`src/rtl/iir_biquad_sequencer.sv`:
```
// Time-multiplexed cascade of biquads sharing one multiply/accumulate path.
// Define IIR_SAT_EN to saturate section outputs instead of wrapping them.
module iir_biquad_sequencer #(
    parameter int DATA_W = 32,
    parameter int COEF_W = 32,
    parameter int FRAC   = 20,
    parameter int N_SEC  = 3
) (
    input  logic                         clk,
    input  logic                         rst,
    input  logic                         in_valid,
    output logic                         in_ready,
    input  logic [DATA_W-1:0]            in_data,
    output logic                         out_valid,
    input  logic                         out_ready,
    output logic [DATA_W-1:0]            out_data,
    input  logic                         cfg_we,
    input  logic [$clog2(N_SEC*5)-1:0]   cfg_addr,
    input  logic [COEF_W-1:0]            cfg_wdata,
    output logic                         cfg_err,
    input  logic                         clr_state,
    output logic                         busy
);

    localparam int NC    = N_SEC * 5;
    localparam int AW    = $clog2(NC);
    localparam int SW    = (N_SEC > 1) ? $clog2(N_SEC) : 1;
    localparam int PW    = DATA_W + COEF_W;
    localparam int ACC_W = PW + 3;

    localparam logic signed [COEF_W-1:0] B0_ONE = COEF_W'(1) << FRAC;

    typedef enum logic [1:0] {
        IDLE,
        MAC,
        WB,
        OUT
    } state_t;

    state_t                    state;
    logic [SW-1:0]             sec;
    logic [2:0]                k;
    logic signed [DATA_W-1:0]  x;
    logic signed [ACC_W-1:0]   acc;

    logic signed [COEF_W-1:0]  coef [NC];
    logic signed [DATA_W-1:0]  z1b  [N_SEC];
    logic signed [DATA_W-1:0]  z2b  [N_SEC];
    logic signed [DATA_W-1:0]  z1a  [N_SEC];
    logic signed [DATA_W-1:0]  z2a  [N_SEC];

    logic [AW-1:0]             cidx;
    logic signed [DATA_W-1:0]  opa;
    logic signed [COEF_W-1:0]  cval;
    logic signed [PW-1:0]      prod;
    logic signed [ACC_W-1:0]   ext;
    logic signed [ACC_W-1:0]   acc_nx;
    logic signed [DATA_W-1:0]  y;
    logic                      last;

    assign last = (sec == SW'(N_SEC - 1));
    assign cidx = AW'(sec) * AW'(5) + AW'(k);

    always_comb begin
        opa = x;
        unique case (k)
            3'd0:    opa = x;
            3'd1:    opa = z1b[sec];
            3'd2:    opa = z2b[sec];
            3'd3:    opa = z1a[sec];
            3'd4:    opa = z2a[sec];
            default: opa = x;
        endcase
        cval = coef[cidx];
        prod = opa * cval;
        ext  = {{(ACC_W - PW){prod[PW-1]}}, prod};
        // feedback taps enter with negative sign
        if (k == 3'd0)
            acc_nx = ext;
        else if (k >= 3'd3)
            acc_nx = acc - ext;
        else
            acc_nx = acc + ext;
    end

`ifdef IIR_SAT_EN
    logic signed [ACC_W-1:0]    sh;
    logic [ACC_W-DATA_W:0]      top;
    always_comb begin
        sh  = acc >>> FRAC;
        top = sh[ACC_W-1:DATA_W-1];
        if ((&top) || !(|top))
            y = sh[DATA_W-1:0];
        else if (sh[ACC_W-1])
            y = {1'b1, {(DATA_W-1){1'b0}}};
        else
            y = {1'b0, {(DATA_W-1){1'b1}}};
    end
`else
    always_comb begin
        y = DATA_W'(acc >>> FRAC);
    end
`endif

    always_ff @(posedge clk or posedge rst) begin
        if (rst) begin
            state     <= IDLE;
            sec       <= '0;
            k         <= '0;
            x         <= '0;
            acc       <= '0;
            in_ready  <= 1'b1;
            out_valid <= 1'b0;
            out_data  <= '0;
            cfg_err   <= 1'b0;
            busy      <= 1'b0;
            for (int i = 0; i < NC; i++)
                coef[i] <= (i % 5 == 0) ? B0_ONE : '0;
            for (int i = 0; i < N_SEC; i++) begin
                z1b[i] <= '0;
                z2b[i] <= '0;
                z1a[i] <= '0;
                z2a[i] <= '0;
            end
        end else begin
            cfg_err <= cfg_we &&
                       (state != IDLE || cfg_addr >= AW'(NC));
            unique case (state)
                IDLE: begin
                    if (clr_state) begin
                        for (int i = 0; i < N_SEC; i++) begin
                            z1b[i] <= '0;
                            z2b[i] <= '0;
                            z1a[i] <= '0;
                            z2a[i] <= '0;
                        end
                    end
                    if (cfg_we && cfg_addr < AW'(NC))
                        coef[cfg_addr] <= cfg_wdata;
                    if (in_valid) begin
                        x        <= in_data;
                        sec      <= '0;
                        k        <= '0;
                        state    <= MAC;
                        in_ready <= 1'b0;
                        busy     <= 1'b1;
                    end
                end
                MAC: begin
                    acc <= acc_nx;
                    if (k == 3'd4)
                        state <= WB;
                    else
                        k <= k + 3'd1;
                end
                WB: begin
                    z2b[sec] <= z1b[sec];
                    z1b[sec] <= x;
                    z2a[sec] <= z1a[sec];
                    z1a[sec] <= y;
                    x        <= y;
                    if (last) begin
                        state     <= OUT;
                        out_valid <= 1'b1;
                        out_data  <= y;
                    end else begin
                        sec   <= sec + SW'(1);
                        k     <= '0;
                        state <= MAC;
                    end
                end
                OUT: begin
                    if (out_ready) begin
                        out_valid <= 1'b0;
                        in_ready  <= 1'b1;
                        busy      <= 1'b0;
                        state     <= IDLE;
                    end
                end
                default: state <= IDLE;
            endcase
        end
    end

endmodule

```
`config.mk`:
```
export PLATFORM = sky130hd
export DESIGN_NAME = iir_biquad_sequencer
export DESIGN_NICKNAME = d
export VERILOG_FILES = /design/src/rtl/iir_biquad_sequencer.sv
export SDC_FILE = /design/constraint.sdc
export NUM_CORES = 2
export LEC_CHECK = 0
export CELL_PAD_IN_SITES_DETAIL_PLACEMENT = 0
export CELL_PAD_IN_SITES_GLOBAL_PLACEMENT = 2
export CORE_UTILIZATION = 40
export CTS_CLUSTER_SIZE = 16
export DETAILED_ROUTE_END_ITERATION = 8
export HOLD_SLACK_MARGIN = 0.05
export PLACE_DENSITY_LB_ADDON = 0.1
export SYNTH_ARGS = -nofsm -noshare
export SYNTH_HDL_FRONTEND = slang
export SYNTH_SLANG_ARGS = --single-unit
export TNS_END_PERCENT = 20
```
`constraint.sdc`:
```
create_clock -name clk -period 44.6 [get_ports clk]
set_input_delay 6.69 -clock clk [delete_from_list [all_inputs] [get_ports clk]]
set_output_delay 6.69 -clock clk [all_outputs]
set_load 0.005 [all_outputs]
```
## Word level (Yosys, flattened, before mapping)

Cells that the tools add are included.

| operators by class | value |
|---|---|
| $add $sub $neg | 5 |
| multipliers | 2 |
| divide/modulo/power cells | 0 |
| $lt $le $gt $ge | 8 |
| eq/ne operators | 15 |
| shift operators | 0 |
| muxes and demuxes | 54 |
| bitwise operators | 3 |
| reduce and logical (&&, ||, !) cells | 21 |

Operator list:

| kind | number |
|---|---|
| case mux 96 bit (2 select lines) | 4 |
| bitwise mux 480 bit | 1 |
| 2-to-1 mux 32 bit | 13 |
| bitwise mux 96 bit | 4 |
| binary-select mux 32 bit (select 2 bit) | 4 |
| 2-to-1 mux 67 bit | 2 |
| binary-select mux 32 bit (select 4 bit) | 1 |
| demux 32 bit (select 4 bit) | 1 |
| case mux 32 bit (4 select lines) | 1 |
| 2-to-1 mux 96 bit | 1 |
| adder 67 x 64 -> 67 bit | 1 |
| subtractor 67 x 64 -> 67 bit | 1 |
| demux 32 bit (select 2 bit) | 1 |
| multiplier 32 x 32 -> 64 bit | 1 |
| case mux 32 bit (2 select lines) | 1 |
| != test 2 bit (second input constant) | 7 |
| 2-to-1 mux 2 bit | 6 |
| AND reduction 3 bit | 4 |
| greater-or-equal comparator 5 bit (second input constant) | 2 |
| NOT 4 -> 5 bit | 2 |
| 2-to-1 mux 3 bit | 3 |
| case mux 3 bit (3 select lines) | 1 |
| case mux 2 bit (4 select lines) | 1 |
| AND reduction 2 bit | 4 |
| other kinds (26) | 41 |

| word-level totals | value |
|---|---|
| register bits after elaboration | 1,006 |
| bits in latches | 0 |
| memory bits (writable) | 0 |
| ROM bits | 0 |
| input bits | 74 |
| output and inout bits | 36 |
| logic and storage cells | 145 |
| memories kept | 0 |

## Logic depth before layout (Yosys ltp)

| logic depth | value |
|---|---|
| depth after elaboration | 10 |
| depth in mapped cells | 58 |
| depth with buffers taken out | 52 |

## Worst setup path after synthesis

Ideal clock, no wire load.

| timing | value |
|---|---|
| path kind | reg2reg |
| start | reg sec[0] |
| end | reg acc[51] |
| library setup time | 0.069 ns |
| arrival | 13.995 ns |
| data required time | 44.531 ns |
| path slack | 30.536 ns |
| stages on the path, launching flop included | 53 |
| buffers on the path | 8 |
| path through | dfrtp_1 ha_1 buf_2 buf_2 clkbuf_1 clkbuf_1 clkbuf_1 mux4_2 nor2_1 a211oi_1 a21oi_1 clkbuf_1 nor2_1 fa_1 fa_1 fa_1 inv_1 fa_1 [... 17 more ...] nor3b_1 and2_1 nand2b_1 o21ai_0 xor2_1 ha_1 clkbuf_1 and3_1 a221o_1 a31o_2 a41o_1 a221o_1 a211oi_1 or4b_2 a31oi_1 xnor2_1 mux2_4 nand3_1 |

| between the ends | value |
|---|---|
| word-level cells in the longest chain between the ends | 10 |
| elaborated cells between the ends (all ways) | 25 |

Ends and longest elaborated chain:

| item | RTL line | source |
|---|---|---|
| from (decl) | 41 | `logic [SW-1:0] sec;` |
| from (signal assigned) | 167 | `sec <= sec + SW'(1);` |
| multiplier 2 x 3 -> 4 bit | 62 | `assign cidx = AW'(sec) * AW'(5) + AW'(k);` |
| adder 4 x 3 -> 4 bit | 62 |  |
| NOT 4 -> 5 bit (implied by the code) | 74 | `cval = coef[cidx];` |
| binary-select mux 32 bit (select 4 bit) | 74 |  |
| 2-to-1 mux 32 bit (implied by the code) (2 in series) | 74 |  |
| multiplier 32 x 32 -> 64 bit (*) | 75 | `prod = opa * cval;` |
| adder 67 x 64 -> 67 bit or subtractor 67 x 64 -> 67 bit (tied branches) | 83, 81 |  |
| 2-to-1 mux 67 bit | 80 | `else if (k >= 3'd3)` |
| 2-to-1 mux 67 bit (*) | 78 | `if (k == 3'd0)` |
| to (signal assigned) | 150 | `acc <= acc_nx;` |
| to (decl) | 44 | `logic signed [ACC_W-1:0] acc;` |

Mark *: on every way between the ends. The rest lies on a longest branch, timed or not. The select of a mux whose other input is x is not followed.
A chain may end at the register's enable or synchronous reset.

## Final worst setup path

| timing | value |
|---|---|
| start | reg sec[1] |
| end | reg acc[51] |

The elaborated chain is that of the path after synthesis.

==> metrics.cfg <==
[status]
outcome = complete, no violations

[placed_design]
numPortBuffers = 109
preCtsSetupSlack_ns = 28.39
finalWeightedCongestion = 0.854
dp_hpwl_mm = 174

[critical_path]
critPathTopFamily = adder cells
worst-path-buf-inv = 7
path_class = reg2reg
required_ns = 45.31
cp_slowest_cell = dfrtp_4
end_kind = flip-flop
arrival_ns = 17.08
cp_common_cell = fa_1
path_max_fanout = 52
startpoint_type = flip-flop
cpPeakStageDelay_ns = 0.90

[floorplanning]
die_w_um = 448
die_area_mm2 = 0.200
io_pins = 110
fp.dieH_um = 448
start_util_pct = 40.3
core_mm2 = 0.197
num_rows = 163

[synthesis]
post-synth-top-count-cell = dfrtp_1
synth_ff_type = dfrtp_1
synth_commonest_cells = dfrtp_1, inv_1, fa_1, nand2_1, mux2_2
synth_fp_nets = 8608
yosys.area.top_type = dfrtp_1
syn_area_per_cell_um2 = 10.8
ys_top_cells_by_area = dfrtp_1, fa_1, mux2_2
synthArstFlopShare_pct = 100
synthCells = 7380
synth-edff-count = 0
synth_top_area_share_pct = 31.1
ys_seq_area_share_pct = 31.2
synth_area_mm2 = 0.0794
yosysWarnings = 0
netlist-cell-type-count = 88
synth-seq-cells = 991

[drt]
drtIter0Drc = 3443
num_vias = 54700
drc = 0
wl_per_cell_um = 25.1
drt.antenna.violating_nets = 0
routed_via_density = 5.49
wl_mm = 251
drt_pass1_iterations = 6

[finish]
syn_to_final_growth_pct = 9.67
fin_util_pct = 44.1
drive_gt1_share_pct = 14.5
finish.net_count = 8475
nFillCells = 18700
multiInputGateArea_mm2 = 0.0496
register_area_mm2 = 0.0248

[global_routing]
grt_max_degree = 150
overflow = 0
grt_pass1_vias = 58700
antenna_found_initial = 14
grt_pass1_wl_mm = 385
grt_use_total_pct = 25.6

[timing]
hold_viol = 0
worst_pin_slew_ns = 1.28
fin_skew_ns = 0.0956
setup_ws_ns = 28.24
layout_min_cycle_time_ns = 16.36
totalNegativeSetupSlack_ns = 0
drv_slew = 0
post-route-period-util_pct = 36.7
max_freq_mhz = 61.1
rsz0062_at_grt = false
slew-limit-headroom_pct = 13.1
finalSetupViolCount = 0

[job]
drv_cap = 0

[clocking]
ctsHoldBuffers = 0
clock_latency_ns = 0.79
clk_pin_slew_ns = 0.06
cts_root_buffer = clkbuf_16
cts_sinks = 991
cts_resized = 0
postCtsSetupRepairBufs = 0
cts.path.max_buffers = 3
cts_made_buffers = 112
cts_tree = built
htree_levels = 3

[min_path]
hold_class = reg2reg

## path summary, 6_finish.rpt
| path | slack, ns | cells past startpoint | to | start |
|---|---|---|---|---|
| worst max-delay path | 28.24 | 47 | acc[51] | sec[1] |
| worst min-delay path | 0.49 | 2 | acc[9] | acc[9] |
| worst max register to register | 28.24 | 47 | acc[51] | sec[1] |
| worst min register to register | 0.49 | 2 | acc[9] | acc[9] |
| max in group asynchronous | 34.21 | 6 | z1a[74] | rst |
| min in group asynchronous | 6.45 | 2 | z1a[89] | rst |
## cell type report
class,instances,area share [%]
antenna,1,0.00287
inverter,943,4.07
tap,2640,3.79
multi-input combinational,4966,56.9
sequential,991,28.5
clock inverter,41,0.619
clock buffer,164,3.75
timing repair buffer,233,2.34
## metal layers
layer  routed length, µm  part of all wire (%)  global-route usage, %  vias up
li1                    -                     -                      -    24100
met1              112000                    44                   35.0    29300
met2              124000                    49                   43.4      999
met3                8030                   3.2                   2.29      279
met4                7390                   2.9                   7.20       10
met5                  60                 0.024                      0        -
## flip-flops by register name, summed over array words and instances (netlist names), 3 cells and up
register and flops:
coef 480, z1a 96, z1b 96, z2a 96, z2b 96, acc 52
out_data 32, x 32, k 3
## worst min-delay path: cells and delay by family (launching register included)
family / cells / cell delay (ns)
flops: 1 / 0.35
compound gates: 1 / 0.06
simple gates: 1 / 0.05
## cells by family after synthesis
kind of cell	after synthesis	share of synthesized area, %
adder cells (fa/ha/maj)	1154	26.9
multiplexers	874	13.8
XOR/XNOR	169	1.87
buffers and inverters	1423	6.78
flip-flops	991	31.2
AND/OR/NAND/NOR	1640	9.40
AO/OA/AOI/OAI	1129	10.0
## metrics by stage
| step | instances | area [µm²] | hold WS, ns |
|---|---|---|---|
| final | 9979 | 87100 | 0.493 |
| after global routing | 9979 | 87100 | 0.509 |
| after detailed placement | 9773 | 83300 | 0.477 |
| after floorplan | 7380 | 79400 | 0.456 |
| after global placement | 9773 | 83300 | 0.473 |
| after CTS | 9978 | 87100 | 0.495 |
## placed cells by master, fill, tap and decap left out, types with 18 or more instances in the layout
cell type and count:
a21o_1 52, a21oi_1 219, a221o_1 19, a22o_1 391
a31oi_1 18, and2_1 317, buf_4 123, clkbuf_1 25
clkbuf_16 112, clkbuf_8 27, clkdlybuf4s50_1 109, clkinv_2 21
dfrtp_1 985, fa_1 918, ha_1 232, inv_1 942
mux2_2 542, mux2i_1 200, mux4_2 121, nand2_1 733
nand2b_1 18, nand3_1 25, nand4_1 18, nor2_1 391
nor3_1 20, o21ai_0 222, o22ai_1 23, o2bb2ai_1 21
xnor2_1 103, xor2_1 65
Power is not shown: default switching activity piles up to over one toggle a cycle in this logic, so the estimate is an artifact.
